File: src/rtl/rr_grant_decoder.sv
// rtl/rr_grant_decoder.sv - round-robin grant register fed by an external priority coder
// Holds a one-hot grant for at most HOLD_MAX cycles and advances the priority pointer on release.
module rr_grant_decoder #(
    parameter int REQCNT   = 3,
    parameter int REQWIDTH = $clog2(REQCNT),
    parameter int HOLD_MAX = 4
) (
    input  logic                clk_i,
    input  logic                rst_n_i,
    input  logic [REQCNT-1:0]   req_i,
    input  logic [REQWIDTH-1:0] num_i,
    output logic [REQWIDTH-1:0] prior_o,
    output logic [REQCNT-1:0]   gnt_o,
    output logic                gnt_valid_o,
    output logic [REQWIDTH-1:0] gnt_num_o,
    output logic                timeout_o,
    output logic                err_o
);

    localparam int CNTW = $clog2(HOLD_MAX + 1);
    localparam logic [CNTW-1:0]     CNT_LAST = CNTW'(HOLD_MAX - 1);
    localparam logic [REQWIDTH-1:0] IDX_LAST = REQWIDTH'(REQCNT - 1);

    typedef enum logic {
        IDLE  = 1'b0,
        GRANT = 1'b1
    } state_t;

    state_t              state_q, state_d;
    logic [REQCNT-1:0]   gnt_q, gnt_d;
    logic [REQWIDTH-1:0] gnt_num_q, gnt_num_d;
    logic [REQWIDTH-1:0] prior_q, prior_d;
    logic [CNTW-1:0]     cnt_q, cnt_d;
    logic                timeout_q, timeout_d;
    logic                err_q, err_d;

    logic                num_ok;
    logic                holder_req;
    logic [REQWIDTH-1:0] prior_next;

    // Index is qualified by an explicit compare so an out-of-range num_i never selects a bit.
    always_comb begin
        num_ok = 1'b0;
        for (int i = 0; i < REQCNT; i++) begin
            if (num_i == REQWIDTH'(i)) begin
                num_ok = req_i[i];
            end
        end
    end

    assign holder_req = |(req_i & gnt_q);
    assign prior_next = (gnt_num_q == IDX_LAST) ? '0 : gnt_num_q + 1'b1;

    always_comb begin
        state_d   = state_q;
        gnt_d     = gnt_q;
        gnt_num_d = gnt_num_q;
        prior_d   = prior_q;
        cnt_d     = cnt_q;
        timeout_d = 1'b0;
        err_d     = err_q;
        case (state_q)
            IDLE: begin
                if (|req_i) begin
                    if (num_ok) begin
                        state_d   = GRANT;
                        gnt_d     = REQCNT'(1) << num_i;
                        gnt_num_d = num_i;
                        cnt_d     = '0;
                    end else begin
                        err_d = 1'b1;
                    end
                end
            end
            GRANT: begin
                if (!holder_req || cnt_q == CNT_LAST) begin
                    state_d   = IDLE;
                    gnt_d     = '0;
                    prior_d   = prior_next;
                    cnt_d     = '0;
                    timeout_d = holder_req;
                end else begin
                    cnt_d = cnt_q + 1'b1;
                end
            end
            default: begin
                state_d = IDLE;
                gnt_d   = '0;
            end
        endcase
    end

    always_ff @(posedge clk_i or negedge rst_n_i) begin
        if (!rst_n_i) begin
            state_q   <= IDLE;
            gnt_q     <= '0;
            gnt_num_q <= '0;
            prior_q   <= '0;
            cnt_q     <= '0;
            timeout_q <= 1'b0;
            err_q     <= 1'b0;
        end else begin
            state_q   <= state_d;
            gnt_q     <= gnt_d;
            gnt_num_q <= gnt_num_d;
            prior_q   <= prior_d;
            cnt_q     <= cnt_d;
            timeout_q <= timeout_d;
            err_q     <= err_d;
        end
    end

    assign prior_o     = prior_q;
    assign gnt_o       = gnt_q;
    assign gnt_valid_o = (state_q == GRANT);
    assign gnt_num_o   = gnt_num_q;
    assign timeout_o   = timeout_q;
    assign err_o       = err_q;

endmodule

File: config.mk
export PLATFORM = sky130hd
export DESIGN_NAME = rr_grant_decoder
export DESIGN_NICKNAME = d
export VERILOG_FILES = /design/src/rtl/rr_grant_decoder.sv
export SDC_FILE = /design/constraint.sdc
export NUM_CORES = 1
export LEC_CHECK = 0
export ABC_AREA = 0
export CORE_UTILIZATION = 45
export DETAILED_ROUTE_END_ITERATION = 10
export GPL_TIMING_DRIVEN = 0
export PLACE_DENSITY = 0.74
export SLEW_MARGIN = 15
export SYNTH_ARGS = -nofsm -noshare
export SYNTH_HDL_FRONTEND = slang
export SYNTH_SLANG_ARGS = --single-unit
File: constraint.sdc
create_clock -name clk_i -period 2.12 [get_ports clk_i]
set_clock_uncertainty 0.2 [all_clocks]
set_input_delay 0.636 -clock clk_i [delete_from_list [all_inputs] [get_ports clk_i]]
set_output_delay 0.636 -clock clk_i [all_outputs]
set_load 0.02 [all_outputs]
==> flow_metrics.py, run 1 <==
metrics = {
    "logic_synthesis": {
        "synth_most_common_cell": "dfrtp_1",
        "ys_warn_count": 0,
        "ys.flop_type": "dfrtp_1",
        "syn_area_sq_um": 642,
        "synth_top_area_share_pct": 50.7,
        "synth_seq_area_share_pct": 50.7,
        "postSynthAreaPerCell_sq_um": 10.9,
        "syn_nets": 68,
        "synth-edff-count": 0,
        "yosys-top-cells-area": "dfrtp_1 (51%), ha_1 (3.9%), o41a_2 (3.9%), inv_1 (3.5%), mux2_1 (3.5%)",
        "yosysTopAreaCell": "dfrtp_1",
        "ys_ff_latch": 13,
        "synth_cells": 59,
        "synthTopCellsByCount": "dfrtp_1 (13), inv_1 (6), nand2_1 (5)",
        "synth_cell_types": 25,
        "synthArstFlopShare_pct": 100,
    },
    "flow_run": {
        "cap_violations": 0,
    },
    "final_layout": {
        "area_growth_pct": 35.1,
        "fin_cells": 96,
        "fillers": 104,
        "insertedDiodeCount": 0,
        "drive_above_1_share_pct": 16.0,
        "fin_nets": 91,
        "utilization_pct": 65.8,
        "stdcell_area_sq_um": 867,
    },
    "clocking": {
        "numClockSinks": 13,
        "numCtsBuffers": 3,
        "max-clock-path-buffers": 2,
        "clkSlewWorstSetupHoldPaths_ns": 0.08,
        "cts_tree": "yes",
        "clk_latency_ns": 0.28,
        "cts_root_buf": "clkbuf_4",
        "ctsHtreeMaxLevel": 1,
    },
    "drt": {
        "drc": 0,
        "drt_iter0_markers": 11,
        "first_pass_iters": 4,
        "drt-total-wl_um": 1340,
        "avgRoutedWirePerCell_um": 13.9,
        "vias": 556,
        "viasPerCell": 5.79,
        "antenna_left": 0,
    },
    "floorplan": {
        "initial_core_util_pct": 48.7,
        "die_x_um": 39.8,
        "rows": 13,
        "dieArea_sq_mm": 0.00158,
        "dieHeight_um": 39.8,
        "core-area_sq_mm": 0.00132,
        "io_pins": 17,
    },
    "critical_path": {
        "worstPathArrival_ns": 2.09,
        "worstRegToRegCells": 4,
        "rr_startpoint": "cnt_q[0]",
        "worstSetupEndpoint": "cnt_q[1]",
        "required_ns": 2.12,
        "path_cells": "clkdlybuf4s50_1 -> a222oi_1 -> buf_4 -> or3_2 -> o22ai_1",
        "reg2reg_slack_ns": 0.29,
        "cpPeakStageDelay_ns": 0.52,
        "startpoint": "req_i[0]",
        "reg2reg_to": "cnt_q[1]",
        "crit_fanout": 6,
        "slowest_stage": "clkdlybuf4s50_1",
        "timing.critical_path.from_type": "primary input",
        "end_kind": "register",
        "critPathKind": "primary input to register",
    },
    "timing": {
        "slew_headroom_pct": 62.5,
        "fmax_mhz": 480,
        "min_period_over_period_pct": 98.4,
        "layout_setup_ws_ns": 0.0345,
        "hold_ws_ns": 0.290,
        "rsz0062_at_grt": "no",
        "worst_slew_pin_slew_ns": 0.561,
        "timing.final.max_slew_violations": 0,
        "setup_tns_ns": 0,
        "finalCriticalPeriod_ns": 2.09,
        "setup_viol": 0,
        "hold_viol_final": 0,
    },
    "pwr": {
        "powerDensity_mw_per_mm2": 935,
        "power_uw": 811,
        "irDropWorstVdd_v": 0.000414,
        "power.leakage_nw": 0.417,
    },
    "global_routing": {
        "grt_pass1_vias": 461,
        "grt_start_max_net_pins": 14,
        "grt_use_total_pct": 19.7,
        "grt_pass1_wl_um": 1990,
        "antenna_found_initial": 0,
        "grt.overflow.total": 0,
    },
    "status": {
        "status": "finished, final reports clean",
    },
    "placement": {
        "place_ws_ns": -0.494,
        "dpl.hpwl_um": 915,
        "gp_congestion": 0.878,
        "dp_cells": 90,
        "placed_cell_area_sq_um": 821,
        "io_buffer_count": 16,
    },
    "hold_path": {
        "hp-class": "register to register",
        "hold_depth": 1,
    },
}
## worst min-delay path by stage
stage             start        to  slack, ns
6_report       cnt_q[0]  cnt_q[0]       0.29
2_1_floorplan   rst_n_i  cnt_q[0]       0.14
4_1_cts        cnt_q[0]  cnt_q[0]       0.29
3_5_place_dp      err_o     err_o       0.27
3_3_place_gp   cnt_q[0]  cnt_q[0]       0.26
5_1_grt        cnt_q[0]  cnt_q[0]       0.30
## registers in the layout (all words and copies together), names as in the netlist
name         cells
gnt_o            3
err_o            1
prior_o          2
timeout_o        1
cnt_q            3
gnt_num_o        2
gnt_valid_o      1
## final cells by class
| class | instances | area (sq um) | share of cell area, % |
|---|---|---|---|
| buffer | 1 | 5.00 | 0.577 |
| clock buffer | 3 | 22.5 | 2.60 |
| clock inverter | 1 | 5.00 | 0.577 |
| inverter | 6 | 22.5 | 2.60 |
| multi-input combinational | 39 | 289 | 33.3 |
| sequential | 13 | 325 | 37.5 |
| tap | 15 | 18.8 | 2.16 |
| timing repair buffer | 18 | 179 | 20.6 |
## repair_timing
action / in CTS / in global routing
pin swaps: 1 / 2
setup buffers: 1 / 1
setup endpoints to repair: 14 / 6
gates resized for setup: 5 / 5
hold buffers: 0 / 0
## routing by layer
layer | vias to the layer above | wire length (um) | track usage [%]
met5 | - | 0 | 0
met4 | 0 | 19 | 12.9
met3 | 4 | 75 | 3.41
met2 | 20 | 640 | 29.5
met1 | 265 | 601 | 25.3
li1 | 267 | - | -
## worst max-delay path: cells and delay by family
kind	cells	cell delay (ns)
buffers and inverters	2	0.69
AO/OA/AOI/OAI	2	0.29
AND/OR/NAND/NOR	1	0.47
## cell usage in the layout, fill, tap and decap left out, drive strengths merged, types with 3 or more instances in the layout
| cell | count |
|---|---|
| nand2 | 5 |
| dlymetal6s2s | 4 |
| nor2 | 4 |
| o21ai | 5 |
| inv | 6 |
| dfrtp | 13 |
| buf | 3 |
| clkdlybuf4s50 | 7 |
| clkbuf | 3 |
| dlygate4sd2 | 5 |
## report_power, final
part | internal [mW] | switching (mW) | total [mW]
registers | 0.302 | 0.0440 | 0.346
clock network | 0.0700 | 0.0844 | 0.154
logic | 0.144 | 0.166 | 0.310
total | 0.516 | 0.295 | 0.811
## cell families (layout without fill, tap and decap cells)
family / count (synthesis) / after routing / share of synthesized area [%]
AOI/OAI and AO/OA: 17 / 17 / 20.7
adders and majority gates: 2 / 2 / 3.90
buffers and inverters: 7 / 29 / 4.29
DFF: 13 / 13 / 50.7
muxes: 4 / 4 / 6.63
and+or+nand+nor: 16 / 16 / 13.8
Note: power is estimated with default switching activity, not from simulation.
==> inputs of run 2 (changes only) <==
REMOVE_ABC_BUFFERS = 1   (was unset)
==> run 2 against run 1 <==
Fmax grew 1.1%. Final cell count fell by 1.0%. Largest cell class unchanged. Count of clock-buffer cells in the layout increased by 1. Wire length up 4.0%.
==> flow_metrics.py, run 2 (same netlist as run 1, synthesis figures left out) <==
metrics = {
    "status": {
        "status": "finished, final reports clean",
    },
    "floorplan": {
        "die_x_um": 39.8,
        "dieArea_sq_mm": 0.00158,
        "rows": 13,
        "initial_core_util_pct": 48.7,
        "core-area_sq_mm": 0.00132,
        "dieHeight_um": 39.8,
        "io_pins": 17,
    },
    "clocking": {
        "ctsHtreeMaxLevel": 1,
        "numCtsBuffers": 3,
        "numClockSinks": 13,
        "max-clock-path-buffers": 2,
        "cts_tree": "yes",
        "cts_hold_buffers": 0,
        "cts_root_buf": "clkbuf_4",
        "clkSlewWorstSetupHoldPaths_ns": 0.08,
        "clk_latency_ns": 0.27,
    },
    "global_routing": {
        "grt_pass1_wl_um": 2080,
        "grt_start_max_net_pins": 14,
        "grt.overflow.total": 0,
        "antenna_found_initial": 0,
        "grt_pass1_vias": 478,
        "grt_use_total_pct": 20.5,
    },
    "placement": {
        "gp_congestion": 0.795,
        "dpl.hpwl_um": 949,
        "io_buffer_count": 16,
        "dp_cells": 89,
        "place_ws_ns": -0.577,
        "placed_cell_area_sq_um": 816,
    },
    "critical_path": {
        "path_buf_inv": 1,
        "startpoint": "prior_o[1]",
        "critPathKind": "register to output pin",
        "worstPathArrival_ns": 1.23,
        "rr_startpoint": "cnt_q[0]",
        "required_ns": 1.28,
        "crit_fanout": 2,
        "timing.critical_path.from_type": "register",
        "cpPeakStageDelay_ns": 0.60,
        "path_cells": "clkdlybuf4s50_1",
        "end_kind": "output pin",
        "path_delay_family": "buffers and inverters",
        "slowest_stage": "clkdlybuf4s50_1",
        "reg2reg_slack_ns": 0.30,
    },
    "drt": {
        "antenna_left": 0,
        "first_pass_iters": 4,
        "drc": 0,
        "drt_iter0_markers": 15,
        "avgRoutedWirePerCell_um": 14.6,
        "drt-total-wl_um": 1390,
        "vias": 516,
        "viasPerCell": 5.43,
    },
    "timing": {
        "slew_headroom_pct": 62.1,
        "min_period_over_period_pct": 97.3,
        "rsz0062_at_grt": "no",
        "setup_viol": 0,
        "hold_viol_final": 0,
        "timing.final.max_slew_violations": 0,
        "finalCriticalPeriod_ns": 2.06,
        "fmax_mhz": 485,
        "layout_setup_ws_ns": 0.0579,
        "worst_slew_pin_slew_ns": 0.566,
    },
    "final_layout": {
        "final_cell_mix": "dfrtp_1 (12), inv_1 (6), dlymetal6s2s_1 (6), clkdlybuf4s50_1 (6), nand2_1 (5)",
        "multi_input_area_sq_um": 299,
        "insertedDiodeCount": 0,
        "drive_above_1_share_pct": 17.5,
        "area_growth_pct": 36.8,
        "stdcell_area_sq_um": 878,
        "seq_area_sq_um": 327,
        "fin_nets": 90,
        "final_common_cell": "dfrtp_1",
        "fillers": 104,
        "fin_cells": 95,
    },
    "pwr": {
        "irDropWorstVdd_v": 0.000455,
        "power.leakage_nw": 0.431,
        "powerDensity_mw_per_mm2": 928,
        "power_uw": 815,
    },
    "hold_path": {
        "hp-class": "register to register",
        "hold_start": "err_o",
    },
    "flow_run": {
        "cap_violations": 0,
    },
}
## run 2: layer usage
| metal | routed length [um] | up-vias | GRT usage (%) |
|---|---|---|---|
| li1 | - | 261 | - |
| met1 | 661 | 241 | 26.1 |
| met2 | 675 | 14 | 34.0 |
| met3 | 54 | 0 | 5.11 |
| met4 | 0 | 0 | 5.17 |
| met5 | 0 | - | 0 |
## run 2: layout make-up
type / instances / share of cell area (%)
tap: 15 / 2.14
clock buffer: 4 / 2.99
multi-input combinational: 39 / 34.0
sequential: 13 / 37.2
inverter: 6 / 2.56
timing repair buffer: 18 / 21.1
## run 2: what timing repair did
item / 4_1_cts / 5_1_grt
setup endpoints to repair: 13 / 8
resized for setup: 5 / 8
setup buffers: 1 / 1
pin swaps: 1 / 2
## run 2: through the flow
step           setup TNS [ns]  utilization, %  hold WS (ns)
2_1_floorplan               0               -         0.140
3_3_place_gp            -4.33            61.9         0.264
3_5_place_dp            -4.83            61.9         0.265
4_1_cts                     0            64.2         0.291
5_1_grt                     0            66.7         0.312
6_report                    0            66.7         0.285
## run 2: where the power goes
part | leakage [nW] | switching, mW | total [mW] | internal, mW
logic | 0.251 | 0.162 | 0.307 | 0.144
clock network | 0.0150 | 0.0770 | 0.150 | 0.0727
registers | 0.165 | 0.0551 | 0.358 | 0.303
## run 2: path summary, 6_finish.rpt
path	to	depth (start not counted)
worst max-delay path	prior_o[1]	1
worst min-delay path	err_o	1
worst max register to register	cnt_q[2]	4
worst min register to register	err_o	1
max in group asynchronous	gnt_valid_o	1
min in group asynchronous	gnt_num_o[0]	1
